$ cat src/rtl/pipeline_pkg.sv
// Shared control-word layout, bubble encoding and forwarding-select codes
// for the EX/MEM/WB pipeline controller.
package pipeline_pkg;

  localparam int CTRL_W          = 8;
  localparam int CTRL_REG_WRITE  = 0;
  localparam int CTRL_MEM_WRITE  = 1;
  localparam int CTRL_MEM_TO_REG = 2;
  localparam int CTRL_ALU_SRC    = 3;
  localparam int CTRL_STATUS     = 4;
  localparam int CTRL_ALU_OP_LO  = 5;
  localparam int CTRL_ALU_OP_HI  = 6;
  localparam int CTRL_PC_SRC     = 7;

  localparam logic [CTRL_W-1:0] CTRL_BUBBLE = 8'h00;

  localparam logic [1:0] FWD_RF    = 2'b00;
  localparam logic [1:0] FWD_EXMEM = 2'b10;
  localparam logic [1:0] FWD_MEMWB = 2'b01;

  typedef enum logic [1:0] {
    PIPE_RUN,
    PIPE_STALL,
    PIPE_FLUSH
  } pipe_action_e;

endpackage

$ cat src/rtl/forward_select.sv
// Picks the EX operand source for one ALU input by matching it against the
// destinations of the instructions in MEM and WB (MEM is newer, so it wins).
module forward_select
  import pipeline_pkg::*;
#(
  parameter int REG_AW = 4
) (
  input  logic [REG_AW-1:0] src_i,
  input  logic              src_used_i,
  input  logic              mem_reg_write_i,
  input  logic [REG_AW-1:0] mem_rd_i,
  input  logic              wb_reg_write_i,
  input  logic [REG_AW-1:0] wb_rd_i,
  output logic [1:0]        sel_o
);

  always_comb begin
    sel_o = FWD_RF;
    if (src_used_i) begin
      if (mem_reg_write_i && (mem_rd_i == src_i)) begin
        sel_o = FWD_EXMEM;
      end else if (wb_reg_write_i && (wb_rd_i == src_i)) begin
        sel_o = FWD_MEMWB;
      end
    end
  end

endmodule

$ cat src/rtl/pipeline_controller.sv
// Carries decoded control words through EX, MEM and WB, stalls on load-use
// hazards, flushes on taken branches and drives ALU forwarding selects.
module pipeline_controller
  import pipeline_pkg::*;
#(
  parameter int REG_AW = 4,
  parameter int CNT_W  = 16
) (
  input  logic              clk,
  input  logic              reset,
  input  logic              id_valid,
  input  logic [7:0]        id_ctrl,
  input  logic [REG_AW-1:0] id_rd,
  input  logic [REG_AW-1:0] id_rn,
  input  logic [REG_AW-1:0] id_rm,
  input  logic              id_rn_used,
  input  logic              id_rm_used,
  input  logic              ex_branch_taken,
  output logic              pc_write_enable,
  output logic              if_id_write_enable,
  output logic              if_id_flush,
  output logic [7:0]        ex_ctrl,
  output logic [7:0]        mem_ctrl,
  output logic [7:0]        wb_ctrl,
  output logic [REG_AW-1:0] ex_rd,
  output logic [REG_AW-1:0] mem_rd,
  output logic [REG_AW-1:0] wb_rd,
  output logic [1:0]        forward_a,
  output logic [1:0]        forward_b,
  output logic [CNT_W-1:0]  stall_count,
  output logic [CNT_W-1:0]  flush_count
);

  logic [7:0]        ex_ctrl_q, ex_ctrl_d, mem_ctrl_q, wb_ctrl_q;
  logic [REG_AW-1:0] ex_rd_q, ex_rd_d, mem_rd_q, wb_rd_q;
  logic [REG_AW-1:0] ex_rn_q, ex_rn_d, ex_rm_q, ex_rm_d;
  logic              ex_rn_used_q, ex_rn_used_d, ex_rm_used_q, ex_rm_used_d;
  logic [CNT_W-1:0]  stall_count_q, stall_count_d, flush_count_q, flush_count_d;

  logic         hazard, branch_flush;
  pipe_action_e action;

  assign hazard = id_valid && ex_ctrl_q[CTRL_REG_WRITE] && ex_ctrl_q[CTRL_MEM_TO_REG] &&
                  (((ex_rd_q == id_rn) && id_rn_used) || ((ex_rd_q == id_rm) && id_rm_used));
  assign branch_flush = ex_ctrl_q[CTRL_PC_SRC] && ex_branch_taken;

  // A taken branch makes the ID instruction wrong-path, so it overrides any stall.
  always_comb begin
    action = PIPE_RUN;
    if (branch_flush) begin
      action = PIPE_FLUSH;
    end else if (hazard) begin
      action = PIPE_STALL;
    end
  end

  always_comb begin
    ex_ctrl_d    = CTRL_BUBBLE;
    ex_rd_d      = '0;
    ex_rn_d      = '0;
    ex_rm_d      = '0;
    ex_rn_used_d = 1'b0;
    ex_rm_used_d = 1'b0;
    if ((action == PIPE_RUN) && id_valid) begin
      ex_ctrl_d    = id_ctrl;
      ex_rd_d      = id_rd;
      ex_rn_d      = id_rn;
      ex_rm_d      = id_rm;
      ex_rn_used_d = id_rn_used;
      ex_rm_used_d = id_rm_used;
    end
  end

  always_comb begin
    stall_count_d = stall_count_q;
    flush_count_d = flush_count_q;
    if ((action == PIPE_STALL) && (stall_count_q != '1)) begin
      stall_count_d = stall_count_q + CNT_W'(1);
    end
    if ((action == PIPE_FLUSH) && (flush_count_q != '1)) begin
      flush_count_d = flush_count_q + CNT_W'(1);
    end
  end

  always_ff @(posedge clk or posedge reset) begin
    if (reset) begin
      ex_ctrl_q     <= CTRL_BUBBLE;
      ex_rd_q       <= '0;
      ex_rn_q       <= '0;
      ex_rm_q       <= '0;
      ex_rn_used_q  <= 1'b0;
      ex_rm_used_q  <= 1'b0;
      mem_ctrl_q    <= CTRL_BUBBLE;
      mem_rd_q      <= '0;
      wb_ctrl_q     <= CTRL_BUBBLE;
      wb_rd_q       <= '0;
      stall_count_q <= '0;
      flush_count_q <= '0;
    end else begin
      ex_ctrl_q     <= ex_ctrl_d;
      ex_rd_q       <= ex_rd_d;
      ex_rn_q       <= ex_rn_d;
      ex_rm_q       <= ex_rm_d;
      ex_rn_used_q  <= ex_rn_used_d;
      ex_rm_used_q  <= ex_rm_used_d;
      mem_ctrl_q    <= ex_ctrl_q;
      mem_rd_q      <= ex_rd_q;
      wb_ctrl_q     <= mem_ctrl_q;
      wb_rd_q       <= mem_rd_q;
      stall_count_q <= stall_count_d;
      flush_count_q <= flush_count_d;
    end
  end

  always_comb begin
    pc_write_enable    = (action != PIPE_STALL);
    if_id_write_enable = (action != PIPE_STALL);
    if_id_flush        = (action == PIPE_FLUSH);
  end

  forward_select #(.REG_AW(REG_AW)) u_fwd_a (
    .src_i          (ex_rn_q),
    .src_used_i     (ex_rn_used_q),
    .mem_reg_write_i(mem_ctrl_q[CTRL_REG_WRITE]),
    .mem_rd_i       (mem_rd_q),
    .wb_reg_write_i (wb_ctrl_q[CTRL_REG_WRITE]),
    .wb_rd_i        (wb_rd_q),
    .sel_o          (forward_a)
  );

  forward_select #(.REG_AW(REG_AW)) u_fwd_b (
    .src_i          (ex_rm_q),
    .src_used_i     (ex_rm_used_q),
    .mem_reg_write_i(mem_ctrl_q[CTRL_REG_WRITE]),
    .mem_rd_i       (mem_rd_q),
    .wb_reg_write_i (wb_ctrl_q[CTRL_REG_WRITE]),
    .wb_rd_i        (wb_rd_q),
    .sel_o          (forward_b)
  );

  assign ex_ctrl     = ex_ctrl_q;
  assign mem_ctrl    = mem_ctrl_q;
  assign wb_ctrl     = wb_ctrl_q;
  assign ex_rd       = ex_rd_q;
  assign mem_rd      = mem_rd_q;
  assign wb_rd       = wb_rd_q;
  assign stall_count = stall_count_q;
  assign flush_count = flush_count_q;

endmodule

$ cat config.mk
export PLATFORM = sky130hd
export DESIGN_NAME = pipeline_controller
export DESIGN_NICKNAME = d
export VERILOG_FILES = /design/src/rtl/pipeline_pkg.sv /design/src/rtl/forward_select.sv /design/src/rtl/pipeline_controller.sv
export SDC_FILE = /design/constraint.sdc
export NUM_CORES = 1
export LEC_CHECK = 0
export ABC_AREA = 1
export BUFFER_PORTS_ARGS = -buffer_cell sky130_fd_sc_hd__buf_2
export CELL_PAD_IN_SITES_DETAIL_PLACEMENT = 0
export CELL_PAD_IN_SITES_GLOBAL_PLACEMENT = 2
export CORE_MARGIN = 2
export CORE_UTILIZATION = 27
export DETAILED_ROUTE_END_ITERATION = 16
export HOLD_SLACK_MARGIN = 0.12
export MAX_ROUTING_LAYER = met4
export PLACE_DENSITY = 0.83
export SYNTH_ARGS = -nofsm -noshare
export SYNTH_HDL_FRONTEND = slang
export SYNTH_SLANG_ARGS = --single-unit
$ cat constraint.sdc
create_clock -name clk -period 2.4 [get_ports clk]
set_input_delay 0.36 -clock clk [delete_from_list [all_inputs] [get_ports clk]]
set_output_delay 0.36 -clock clk [all_outputs]
set_load 0.03 [all_outputs]
Word-level counts from Yosys, hierarchy flattened
Index checks and enable logic that the tools add are counted.
- reductions and logical operators: 15
- equality and inequality tests: 11
- multiplexer cells: 14
- $add $sub $neg: 2
- operators by type and width (cell ; number):
    16-bit by 1-bit adder with 16-bit output, second input constant ; 2
    16-bit != test, second input constant ; 2
    4-bit equality test ; 6
    1-bit logical AND ; 13
    4-bit two-way mux ; 3
    2-bit two-way mux ; 5
    8-bit two-way mux ; 1
    1-bit two-way mux ; 5
    2-bit by 1-bit equality test with 1-bit output, second input constant ; 1
    2-bit equality test, second input constant ; 1
    2-bit zero test ; 1
    2-bit by 1-bit != test with 1-bit output, second input constant ; 1
    1-bit logical OR ; 1
- flip-flop bits (word level): 78
- bits of input ports: 26

Longest topological paths before layout
- depth in word-level cells: 9
- depth in mapped cells: 11
- gate-level depth less buffers: 10

By module
From an unflattened synthesis, not the netlist that was laid out.
- cells, all modules: 454
- area, all modules: 3782.4 sq um
- modules (own cells, without submodules) (module ; instances ; area an instance (sq um) ; cells each):
    pipeline_controller ; 1 ; 3389.5 ; 368
    forward_select ; 2 ; 196.4 ; 43

Worst setup path after synthesis
Ideal clock, no wire load.
- kind: reg2out
- start: register mem_rd_q[2] (netlist: mem_rd[2])
- end: output forward_a[1]
- arrival time: 1.418 ns
- slack: 0.622 ns
- buffers on the path: 0
- stages on the path, launching flop included: 5
- cells stage by stage: dfrtp_1 xor2_1 a211oi_1 nand4_1 nor2_1
- word-level cells in the longest chain between the ends: 4
- RTL lines (element ; RTL line ; source):
    start: declaration ; pipeline_controller.sv:35 ; logic [REG_AW-1:0] ex_rd_q, ex_rd_d, mem_rd_q, wb_rd_q;
    start signal: assignment ; pipeline_controller.sv:107 ; mem_rd_q <= ex_rd_q;
    4-bit equality test ; forward_select.sv:20 ; if (mem_reg_write_i && (mem_rd_i == src_i)) begin
    1-bit logical AND ; forward_select.sv:20 ;
    2-bit two-way mux ; forward_select.sv:20 ;
    2-bit two-way mux ; forward_select.sv:19 ; if (src_used_i) begin
    end: declaration ; pipeline_controller.sv:28 ; output logic [1:0] forward_a,
Every way passes these cells.

Final worst setup path
Same ends and word-level chain as after synthesis.

==> impl_metrics.csv <==
group,metric,value,unit
global_route,grt-ovfl-total,0,
global_route,grt_max_degree,38,
synth,synth_cells,401,
run_status,status,"finished, final reports clean",
floorplanning,coreArea,12670,µm²
worst_setup_path,crit_family,"flip-flops",
worst_setup_path,cp_slowest_cell,"dfrtp_1",
synth,synthArstFlopShare,1.000,
detailed_routing,wl_met1,4212,µm
detailed_routing,final_antenna_net_count,0,
synth,synth_flop_cell,"dfrtp_1",
detailed_routing,met3_wirelength,454,µm
worst_setup_path,crit_required,2040,ps
worst_setup_path,critPathMaxStageDelay,430,ps
job,maxCapViolCount,0,
sta,holdWs,224.8,ps
layout,drive_above_1_share,0.2612,
worst_setup_path,crit_path_end_kind,"primary output",
sta,fmax,504.2,MHz
place,io_buffer_count,100,
clocking,cts_buffers,9,
global_route,grt_pass1_vias,2667,
detailed_routing,num_vias,2813,
worst_setup_path,path_buf_inv,1,
floorplanning,die_area,14000,µm²
clocking,path_clk_slew,60,ps
layout,seq_area,1952,µm²
place,gp_congestion,0.8153,
layout,area_growth,28.26,%
clocking,cts.sinks,78,
sta,worst_pin_slew,639.3,ps
sta,worst_slew_margin_rel,0.5733,
sta,finClkSkew,7.071,ps
detailed_routing,firstDrtPassIters,4,
detailed_routing,drc,0,
clocking,cts_root_buf,"clkbuf_16",
synth,yosys_warnings,0,
worst_setup_path,crit_chain,"xor2_1 -> a211oi_1 -> nand4_1 -> nor2_1 -> buf_2",
sta,period_needed,1983,ps
sta,finalSetupTns,0,ps
min_path,hold_start,"id_rd[1]",
layout,n_fill_cell,1355,
detailed_routing,drt_wl_total,8471,µm
global_route,grt_usage,0.1303,
synth,synthesis.area,3528,µm²
detailed_routing,drt_first_iter_violations,107,
power_and_ir_drop,p_leak,2.503,nW
clocking,clock_path_buffers,2,
detailed_routing,wl_met2,3643,µm
sta,hold_violations,0,
global_route,antenna_found_initial,1,
global_route,grt_pass1_wl,13920,µm
detailed_routing,route.detailed.wl_per_inst,12.35,µm
sta,fin_crit_sh,0.8264,
min_path,hp-class,"primary input to flop",
synth,avgSynthCellArea,8.799,µm²
worst_setup_path,critPathMaxFanout,4,
floorplanning,dieHeight,118.3,µm
worst_setup_path,reg2reg_from,"stall_count[0]",
worst_setup_path,cp-start-kind,"flop",
sta,rsz0062_at_grt,"no",
power_and_ir_drop,vdd_ir_drop_max,0.2670,mV
floorplanning,die_x,118.3,µm
power_and_ir_drop,powerDensity,728.9,nW/µm²
synth,syn_nets,429,
clocking,htree_levels,3,
place,dp_hpwl,6398,µm
detailed_routing,routed.top_layer,"met4",
worst_setup_path,worstSetupStartpoint,"mem_rd[2]",
layout,multiInputGateArea,1326,µm²
sta,slew_viol_final,0,
synth,yosysSeqAreaShare,0.5532,
floorplanning,start_util,0.2785,
synth,ys_ff_latch,78,
layout,final_common_cell,"nand2_1",
detailed_routing,avgViaCountPerCell,4.101,
worst_setup_path,cp.arrival,1620,ps
synth,synth_edf_count,0,
worst_setup_path,critPathKind,"flop to primary output",
floorplanning,ios,101,
floorplanning,rows,41,
layout,nNetsFinal,536,
layout,mostFrequentLayoutCells,"121 x nand2_1, 100 x buf_2, 78 x dfrtp_1, 53 x nor2_1, 46 x inv_1",
clocking,clkLatencyLatePin,340,ps
clocking,cts_tree,"done",
sta,setup_viol,0,
synth,ys_types,28,
layer usage:
layer	up-vias	track usage
met1	1277	0.1776
met4	0	0.05648
met3	13	0.03668
li1	1451	-
met2	72	0.1796
met5	-	-
Yosys cell counts, drive strengths merged (2+ instances only):
master / n / area, µm²
nand2: 123 / 466.7
dfrtp: 78 / 1952
nor2: 56 / 222.7
inv: 50 / 187.7
xnor2: 20 / 175.2
nand3: 19 / 110.1
xor2: 16 / 140.1
buf: 8 / 62.56
nand4: 8 / 56.30
nor3: 5 / 36.29
a21oi: 4 / 20.02
o21ai: 4 / 20.02
ha: 2 / 25.02
nand3b: 2 / 15.01
o22ai: 2 / 12.51
metrics by stage:
stage	setup slack, ps	cell area, µm²	total power, mW	util	cells
2_1_floorplan	44.97	3528	1.773	-	401
5_1_grt	251.3	4526	3.465	0.3572	686
3_3_place_gp	590.4	4205	1.918	0.3319	668
6_report	416.7	4526	3.299	0.3572	686
3_5_place_dp	561.0	4205	1.925	0.3319	668
4_1_cts	375.4	4523	3.352	0.3570	685
logic make-up (layout without fill, tap and decap cells):
| family | count (synthesis) | in the layout | synth area share |
|---|---|---|---|
| AO/OA/AOI/OAI | 11 | 11 | 0.01702 |
| buffers and inverters | 58 | 170 | 0.07092 |
| other | 0 | 1 | 0 |
| flip-flops | 78 | 78 | 0.5532 |
| AND/OR/NAND/NOR | 216 | 216 | 0.2624 |
| adder cells (fa/ha/maj) | 2 | 2 | 0.007091 |
| XOR/XNOR | 36 | 36 | 0.08936 |
final cells by class:
cell class | count | share of cell area
Sequential cell | 78 | 0.4313
Multi-Input combinational cell | 265 | 0.2931
Timing Repair Buffer | 104 | 0.1178
Clock buffer | 9 | 0.04977
Tap cell | 172 | 0.04755
Inverter | 50 | 0.04175
Clock inverter | 7 | 0.01825
Antenna cell | 1 | 0.0005529
sequential cells by signal (all words and copies together), names as in the netlist:
signal and count:
ex_rd 4, stall_count 16, mem_ctrl 8, mem_rd 4
ex_rn_used_q 1, ex_rm_used_q 1, ex_rm_q 4, flush_count 16
wb_ctrl 8, wb_rd 4, ex_ctrl 8, ex_rn_q 4
power by group:
part / leakage, nW / switching (mW) / internal (mW) / total, mW
Combinational: 1.32 / 0.286 / 0.129 / 0.414
Sequential: 1.04 / 0.0837 / 1.39 / 1.48
Clock: 0.144 / 0.588 / 0.820 / 1.41
Total: 2.50 / 0.957 / 2.34 / 3.30
final timing paths:
check                      slack (ps)  cells past startpoint         endpoint
max                               420                      5     forward_a[1]
min                               220                      3         ex_rd[1]
max reg2reg                       560                      7  stall_count[14]
min reg2reg                       370                      0       wb_ctrl[5]
max in group asynchronous        1020                      4   stall_count[0]
min in group asynchronous         630                      3   flush_count[4]
tightest hold or removal path, cell delays in order:
cell and delay [ps]:
buf_2 100, inv_1 40, nor2_1 30
repair_timing:
| item | CTS | global route |
|---|---|---|
| setup buffers | 0 | 0 |
| hold endpoints to repair | 35 | 0 |
| hold buffers | 1 | 0 |
| resized for setup | 0 | 0 |
No activity file was read; power rests on OpenSTA's default activity.
